==> config.mk <==
export PLATFORM = sky130hd
export DESIGN_NAME = uart_fifo_model_fifo
export DESIGN_NICKNAME = d
export VERILOG_FILES = /design/src/rtl/uart_fifo_model.sv
export SDC_FILE = /design/constraint.sdc
export NUM_CORES = 1
export LEC_CHECK = 0
export ABC_AREA = 1
export ABC_CLOCK_PERIOD_IN_PS = 5700
export CAP_MARGIN = 20
export CORE_ASPECT_RATIO = 2
export CORE_MARGIN = 1.5
export CORE_UTILIZATION = 50
export DETAILED_ROUTE_END_ITERATION = 8
export PLACE_DENSITY = 0.67
export SETUP_SLACK_MARGIN = 0.05
export SLEW_MARGIN = 40
export SYNTH_ARGS = -nofsm -noshare
export SYNTH_HDL_FRONTEND = slang
export SYNTH_SLANG_ARGS = --single-unit
==> constraint.sdc <==
create_clock -name clk -period 5.7 [get_ports clk]
set_clock_uncertainty 0.15 [all_clocks]
set_input_delay 1.14 -clock clk [delete_from_list [all_inputs] [get_ports clk]]
set_output_delay 1.14 -clock clk [all_outputs]
set_load 0.05 [all_outputs]
==> src/rtl/uart_fifo_model.sv <==
// uart_fifo_model: UART transmitter and receiver, each buffered by a FIFO.
// Latency: TX write to start bit on txd = 2 clocks; RX push at the stop-bit mid-sample.
// Backpressure: tx_ready low while the TX FIFO is full; a full RX FIFO drops the frame and pulses rx_overflow.
//
// Ports:
//   clk, rst           sole clock, synchronous active-high reset
//   rxd / txd          serial in (asynchronous, synchronised here) / serial out (registered, idle high)
//   tx_valid/tx_data/tx_ready                         TX FIFO write side
//   rx_valid/rx_data/rx_frame_err/rx_parity_err/rx_ready  RX FIFO head and pop
//   rx_overflow        one-clock pulse per dropped received frame
//   tx_busy            TX FIFO non-empty or a frame still on the line
// Optional: define UART_MODEL_LOG_EN to print a line per TX pop, RX push and RX error.

// Small synchronous FIFO; the extra pointer bit separates full from empty.
// A push into a full FIFO is accepted when a pop happens on the same edge.
module uart_fifo_model_fifo #(
  parameter int WIDTH = 8,
  parameter int DEPTH = 16
) (
  input  logic             clk,
  input  logic             rst,
  input  logic             push,
  input  logic [WIDTH-1:0] push_data,
  input  logic             pop,
  output logic [WIDTH-1:0] head,
  output logic             full,
  output logic             empty
);
  localparam int AW = $clog2(DEPTH);
  localparam logic [AW:0] PTR_ONE = 1;

  logic [WIDTH-1:0] mem [DEPTH];
  logic [AW:0]      wr_ptr;
  logic [AW:0]      rd_ptr;
  logic             do_push;
  logic             do_pop;

  assign empty   = (wr_ptr == rd_ptr);
  assign full    = (wr_ptr[AW] != rd_ptr[AW]) && (wr_ptr[AW-1:0] == rd_ptr[AW-1:0]);
  assign do_pop  = pop && !empty;
  assign do_push = push && (!full || do_pop);
  assign head    = mem[rd_ptr[AW-1:0]];

  always_ff @(posedge clk) begin
    if (rst) begin
      wr_ptr <= '0;
      rd_ptr <= '0;
    end else begin
      if (do_push) wr_ptr <= wr_ptr + PTR_ONE;
      if (do_pop)  rd_ptr <= rd_ptr + PTR_ONE;
    end
  end

  // Storage needs no reset; the pointers define what is valid.
  always_ff @(posedge clk) begin
    if (do_push) mem[wr_ptr[AW-1:0]] <= push_data;
  end
endmodule


## Yosys cells after proc, flatten, opt, wreduce, memory -nomap -nowiden

Memory sizes are Yosys's and may differ from the RTL's. A register that Yosys moved wholly into a read port is not among the register bits.
Cells that the tools add are included.
W data, S select, Z words.

| word-level totals | value |
|---|---|
| bits of input ports | 12 |
| word-level logic and storage cells | 18 |
| bits in writable memories | 128 |
| bits in registers | 10 |
| output and inout bits | 10 |
| memories kept | 1 |

Memories:

| memory | words | width | rd ports | clocked after Yosys merged registers in | wr ports | line | text |
|---|---|---|---|---|---|---|---|
| mem | 16 | 8 | 1 | 1 | 1 | 32 | `logic [WIDTH-1:0] mem [DEPTH];` |

| cells by class | value |
|---|---|
| reduce and logical (&&, ||, !) cells | 6 |
| mux-type cells | 4 |
| eq/ne operators | 3 |
| $add $sub $neg | 2 |

Operator list:

| kind | number |
|---|---|
| $add A5 B1 Y5 const B | 2 |
| $mux W4 | 2 |
| $eq A5 B5 Y1 | 1 |
| $eq A4 B4 Y1 | 1 |
| $logic_and A1 B1 Y1 | 3 |
| $logic_not A1 Y1 | 2 |
| $mux W1 | 2 |
| $logic_or A1 B1 Y1 | 1 |
| $ne A1 B1 Y1 | 1 |

## Depth between registers and ports, before layout

Gate-level depths: netlist of run 1.

| logic depth | value |
|---|---|
| word-level depth | 7 |
| depth in mapped cells | 10 |
| mapped depth without buffers | 9 |

## Worst setup path after synthesis of run 1

OpenSTA, ideal clock, no wires.

| timing path | value |
|---|---|
| path type | register to output |
| from | reg wr_ptr[0] |
| to | out full |
| buffers on the path | 0 |
| cell stages (with the launch flop) | 7 |
| data arrival time | 1.450 ns |
| data required time | 4.410 ns |
| slack | 2.960 ns |
| cell sequence | dfxtp_1 inv_2 nand2_1 nand2_1 nor2_4 nand2_1 nor2_1 |

| on the way | value |
|---|---|
| cells in the longest elaborated chain, start to end | 2 |

RTL lines:

| element | line | text |
|---|---|---|
| start: declaration | 33 | `logic [AW:0] wr_ptr;` |
| start signal: assignment | 49 | `if (do_push) wr_ptr <= wr_ptr + PTR_ONE;` |
| $eq A4 B4 Y1 | 39 | `assign full = (wr_ptr[AW] != rd_ptr[AW]) && (wr_ptr[AW-1:0] == rd_ptr[AW-1:0]);` |
| $logic_and A1 B1 Y1 | 39 |  |
| end: declaration | 26 | `output logic full,` |

Every way passes these cells.

==> results.json, run 1 <==
{
  "hold_viol": 0,
  "synthSimpleGateAreaFrac_pct": 13.3,
  "min_path_cells": 2,
  "tns_ns": 0,
  "crit_family": "buffers and inverters",
  "drcViolationCount": 0,
  "numPortBuffers": 21,
  "first_pass_iters": 5,
  "gr-usage-all-layers_pct": 23.0,
  "syn_nets": 510,
  "drive_gt1_share_pct": 12.4,
  "synth_compound_area_share_pct": 10.9,
  "outcome": "finished, final reports clean",
  "clock-root-buffer": "clkbuf_16",
  "synthDistinctLibCells": 25,
  "via_per_inst": 5.66,
  "crit_path_start_kind": "flop",
  "yosys_warnings": 0,
  "syn_avg_cell_area_um2": 11.9,
  "clkTransAtPathRegs_ns": 0.06,
  "final_nets": 529,
  "numCtsBuffers": 17,
  "worstPathArrival_ns": 3.05,
  "rsz0062_at_grt": "no",
  "rows": 55,
  "fmax_ghz": 0.230,
  "die_area_mm2": 0.0124,
  "boundaryPins": 22,
  "grt_pass1_vias": 3684,
  "dp.cells": 635,
  "required_ns": 4.41,
  "synthAdderAreaFrac_pct": 1.07,
  "ys_async_sr_fraction_pct": 0,
  "wl_um": 13100,
  "min_path_type": "flop to flop",
  "synth_mux_area_share_pct": 0,
  "place_congestion": 0.820,
  "antenna_cells": 0,
  "synth_edf_count": 128,
  "synth_top_area_share_pct": 65.8,
  "worstPathCellList": "clkinv_2 -> buf_4 -> nor2_1 -> nor2_1 -> o21ai_0 -> o211ai_1 -> o211ai_1 -> nand2_1 -> clkdlybuf4s50_1",
  "synthXorXnorAreaFrac_pct": 1.05,
  "yosys.area.top_type": "edfxtp_1",
  "initial_core_util_pct": 51.5,
  "ctsHoldBuffers": 0,
  "max-cap-violations": 0,
  "max_slew.worst_pin.slew_ns": 0.831,
  "ant_nets": 0,
  "min_period_ns": 4.34,
  "yosysSeqAreaShare_pct": 70.6,
  "ys.flop_type": "edfxtp_1",
  "instances_no_fill": 667,
  "cts_resized": 0,
  "cts_max_path_buffers": 2,
  "drt_iter0_markers": 323,
  "p_per_area_mw_per_mm2": 385,
  "p_leak_nw": 2.23,
  "grt_pass1_wl_um": 20100,
  "worst-setup-path-type": "flop to output port",
  "post-route-period-util_pct": 76.2,
  "synthTopCellsByArea": "edfxtp_1, nor2_1, o21ai_0, dfxtp_1, o211ai_1",
  "grt_max_degree": 65,
  "die_w_um": 79.4,
  "reg2regPathDepth": 7,
  "antenna_found_initial": 0,
  "slowest_stage": "clkdlybuf4s50_1",
  "critPathMaxFanout": 46,
  "r2r-start": "wr_ptr[4]",
  "cp_num_buf_inv": 3,
  "num_vias": 3778,
  "slew_violations": 0,
  "finalPower_w": 0.00260,
  "setup_viol": 0,
  "syn_to_final_growth_pct": 15.7,
  "clock-sinks": 142,
  "htreeDepth": 4,
  "wl_per_cell_um": 19.7,
  "hold_start": "rd_ptr[4]",
  "crit_cells": 9,
  "cp-end-kind": "output port",
  "cts_tree": "built",
  "syn_inst": 493,
  "nFillCells": 914,
  "postCtsSetupBuffers": 0,
  "die_h_um": 156,
  "worstSkewPairLatency_ns": 0.42,
  "core_area_mm2": 0.0114,
  "relSlewSlack_pct": 44.4,
  "irDropWorstVdd_uv": 283,
  "synth_top_family_by_area": "simple AND/OR/NAND/NOR gates",
  "gr-total-overflow": 0,
  "ys_ff_latch": 142,
  "synth_area_mm2": 0.00584,
  "slowest_delay_ns": 0.70,
  "hpwlAfterDp_um": 8420
}
-- worst reg2reg max path, delay by kind of cell, from the launching register on --
kind,cells,cell delay (ns)
buf+inv,2,0.24
simple gates,4,1.05
xor+xnor,1,0.26
flops,1,0.35
-- report_power, final --
| part | total, W | internal, W | leakage (nW) | switching (W) |
|---|---|---|---|---|
| clock network | 0.00109 | 0.000651 | 0.282 | 0.000440 |
| logic | 0.000331 | 0.000102 | 0.674 | 0.000229 |
| registers | 0.00118 | 0.00115 | 1.27 | 0.0000291 |
-- final timing paths --
path	slack [ns]	endpoint
worst max register to register	3.28	mem[3][4]
worst min register to register	0.38	rd_ptr[4]
worst max-delay path	1.36	head[4]
worst min-delay path	0.38	rd_ptr[4]
-- layout make-up --
type | instances | area [um2] | area share (%)
Clock buffer | 18 | 429 | 6.35
Clock inverter | 14 | 155 | 2.30
Inverter | 17 | 65.1 | 0.962
Multi-Input combinational cell | 309 | 1560 | 23.1
Sequential cell | 142 | 4130 | 61.1
Tap cell | 142 | 178 | 2.63
Timing Repair Buffer | 25 | 240 | 3.55
-- stage by stage --
stage	cell area [um2]	utilization (%)	worst slack, ns	hold WS, ns
after floorplan	5840	-	2.96	0.320
after global placement	6140	54.1	1.76	0.366
after detailed placement	6160	54.2	1.74	0.377
after CTS	6740	59.4	1.28	0.385
after global routing	6760	59.5	1.18	0.405
final	6760	59.5	1.36	0.376
-- cells in the final DEF, fill, tap and decap left out, types with 3 or more instances in the layout --
cell type / instances
a21oi_1: 6
buf_4: 4
clkbuf_16: 17
clkdlybuf4s50_1: 21
clkinv_2: 3
dfxtp_1: 12
edfxtp_1: 128
ha_1: 5
inv_1: 8
inv_2: 7
inv_6: 6
nand2_1: 37
nand2_2: 4
nand3_1: 18
nor2_1: 110
nor2_2: 12
o211ai_1: 32
o21ai_0: 72
xnor2_1: 3
xor2_1: 4
-- state kept, by name, summed over array words and instances, names as in the netlist, named ones only --
signal,flops
mem,128
wr_ptr,5
rd_ptr,5
-- kinds of logic (layout without fill, tap and decap cells) --
group / after synthesis / count (layout)
AOI/OAI and AO/OA: 111 / 111
buffers and inverters: 42 / 74
adders and majority gates: 5 / 5
xor gates and xnor gates: 7 / 7
and+or+nand+nor: 186 / 186
DFF: 142 / 142
-- per-layer routing --
| layer | GRT usage [%] | wire, um | vias to the layer above |
|---|---|---|---|
| li1 | - | - | 1792 |
| met1 | 24.1 | 4670 | 1808 |
| met2 | 41.4 | 7350 | 145 |
| met3 | 5.50 | 621 | 33 |
| met4 | 12.2 | 503 | 0 |
| met5 | 0 | 0 | - |
-- cells in the mapped netlist (all sizes together), types with 3 or more instances --
master and instances:
edfxtp 128, nor2 124, o21ai 73, nand2 42
o211ai 32, nand3 18, inv 16, dfxtp 14
clkbuf 13, buf 12, a21oi 6, ha 5
xor2 4, xnor2 3
Power figures use the tool's default switching activity.
==> inputs of run 2 (changes only) <==
--- a/config.mk
+++ b/config.mk
@@ -6,7 +6,7 @@
 export NUM_CORES = 1
 export LEC_CHECK = 0
 export ABC_AREA = 1
-export ABC_CLOCK_PERIOD_IN_PS = 5700
+export ABC_CLOCK_PERIOD_IN_PS = 4300
 export CAP_MARGIN = 20
 export CORE_ASPECT_RATIO = 2
 export CORE_MARGIN = 1.5
==> constraint.sdc (replaced) <==
create_clock -name clk -period 4.3 [get_ports clk]
set_clock_uncertainty 0.15 [all_clocks]
set_input_delay 0.86 -clock clk [delete_from_list [all_inputs] [get_ports clk]]
set_output_delay 0.86 -clock clk [all_outputs]
set_load 0.05 [all_outputs]
==> results.json, run 2 (same netlist as run 1, synthesis figures left out) <==
{
  "worst-setup-path-type": "flop to output port",
  "postCtsSetupBuffers": 0,
  "ant_nets": 0,
  "min_period_ns": 3.83,
  "max_slew.worst_pin.slew_ns": 0.843,
  "required_ns": 3.29,
  "worstPathArrival_ns": 2.82,
  "post-route-period-util_pct": 89.1,
  "numPortBuffers": 21,
  "rsz0062_at_grt": "no",
  "grt_max_degree": 65,
  "p_per_area_mw_per_mm2": 520,
  "relSlewSlack_pct": 43.6,
  "drcViolationCount": 0,
  "cts_resized": 0,
  "fmax_ghz": 0.261,
  "slew_violations": 0,
  "drt_iter0_markers": 351,
  "critPathMaxFanout": 43,
  "clkTransAtPathRegs_ns": 0.06,
  "antenna_found_initial": 0,
  "die_h_um": 156,
  "first_pass_iters": 5,
  "final_common_cell": "edfxtp_1",
  "reg2reg_setup_slack_ns": 1.90,
  "cts_tree": "built",
  "gr-total-overflow": 0,
  "hold_viol": 0,
  "finalPower_w": 0.00356,
  "final_cell_mix": "edfxtp_1, nor2_1, o21ai_0",
  "worstSkewPairLatency_ns": 0.41,
  "setup_viol": 0,
  "num_vias": 3915,
  "core_area_mm2": 0.0114,
  "largest_reg_flops": 128,
  "ctsHoldBuffers": 0,
  "grt_pass1_wl_um": 20900,
  "hpwlAfterDp_um": 9150,
  "drive_gt1_share_pct": 12.5,
  "rows": 55,
  "boundaryPins": 22,
  "initial_core_util_pct": 51.5,
  "die_w_um": 79.4,
  "die_area_mm2": 0.0124,
  "nFillCells": 929,
  "p_leak_nw": 2.28,
  "crit_path_start_kind": "flop",
  "grt_pass1_vias": 3922,
  "max-cap-violations": 0,
  "htreeDepth": 4,
  "cp-end-kind": "output port",
  "antenna_cells": 0,
  "syn_to_final_growth_pct": 17.1,
  "cts_max_path_buffers": 2,
  "numCtsBuffers": 17,
  "clock-sinks": 142,
  "outcome": "finished, final reports clean",
  "gr-usage-all-layers_pct": 23.7,
  "via_per_inst": 5.83,
  "min_path_type": "flop to flop",
  "wl_um": 13800,
  "clock-root-buffer": "clkbuf_16",
  "final_nets": 533,
  "tns_ns": 0,
  "irDropWorstVdd_uv": 314,
  "place_congestion": 0.860,
  "wl_per_cell_um": 20.5
}
[run 2: changes by cell type in the layout (fill, tap and decap cells not counted), moves of 2 or more]
cell / change
nor2_1: +2
nor2_2: -2
buf_4: +3
clkbuf_8: +3
inv_6: -6
bufinv_16: +2
[run 2: final cells by class]
type	instances	area, um2	area share (%)
Clock buffer	21	470	6.87
Clock inverter	11	164	2.39
Inverter	17	63.8	0.932
Multi-Input combinational cell	309	1560	22.8
Sequential cell	142	4130	60.3
Tap cell	142	178	2.60
Timing Repair Buffer	29	283	4.13
[run 2: layer usage]
metal  up-vias  wire, um  GRT usage [%]
met2       129      7760           43.7
met5         -         0              0
met1      1943      4750           23.7
li1       1800         -              -
met4         0       749           14.6
met3        43       494           4.15
[run 2: worst max-delay path, cell delays in order (launching register included)]
cell	delay [ns]
dfxtp_2	0.62
buf_12	0.28
o21ai_0	0.13
o211ai_1	0.26
nand3_1	0.17
nand2_1	0.14
clkdlybuf4s50_1	0.81
[run 2: per-stage QoR]
stage	hold WS, ns	worst slack (ns)	std cells	utilization (%)	cell area [um2]
global placement	0.364	0.934	639	54.5	6190
global route	0.397	0.279	671	60.3	6840
CTS	0.372	0.475	671	60.2	6830
detailed placement	0.364	0.932	639	54.6	6200
finish	0.375	0.469	671	60.3	6840
floorplan	0.320	1.84	493	-	5840
[run 2: path summary, 6_finish.rpt]
path / start / to / cells after the start
hold / removal: rd_ptr[4] / rd_ptr[4] / 2
setup / recovery: flop / head[6] / 6
setup reg to reg: wr_ptr[2] / mem[14][7] / 8
hold reg to reg: rd_ptr[4] / rd_ptr[4] / 2
[run 2: power breakdown]
group	internal [W]	leakage, nW	switching [W]
clock	0.00101	0.310	0.000531
sequential	0.00153	1.27	0.0000241
combinational	0.000142	0.698	0.000324
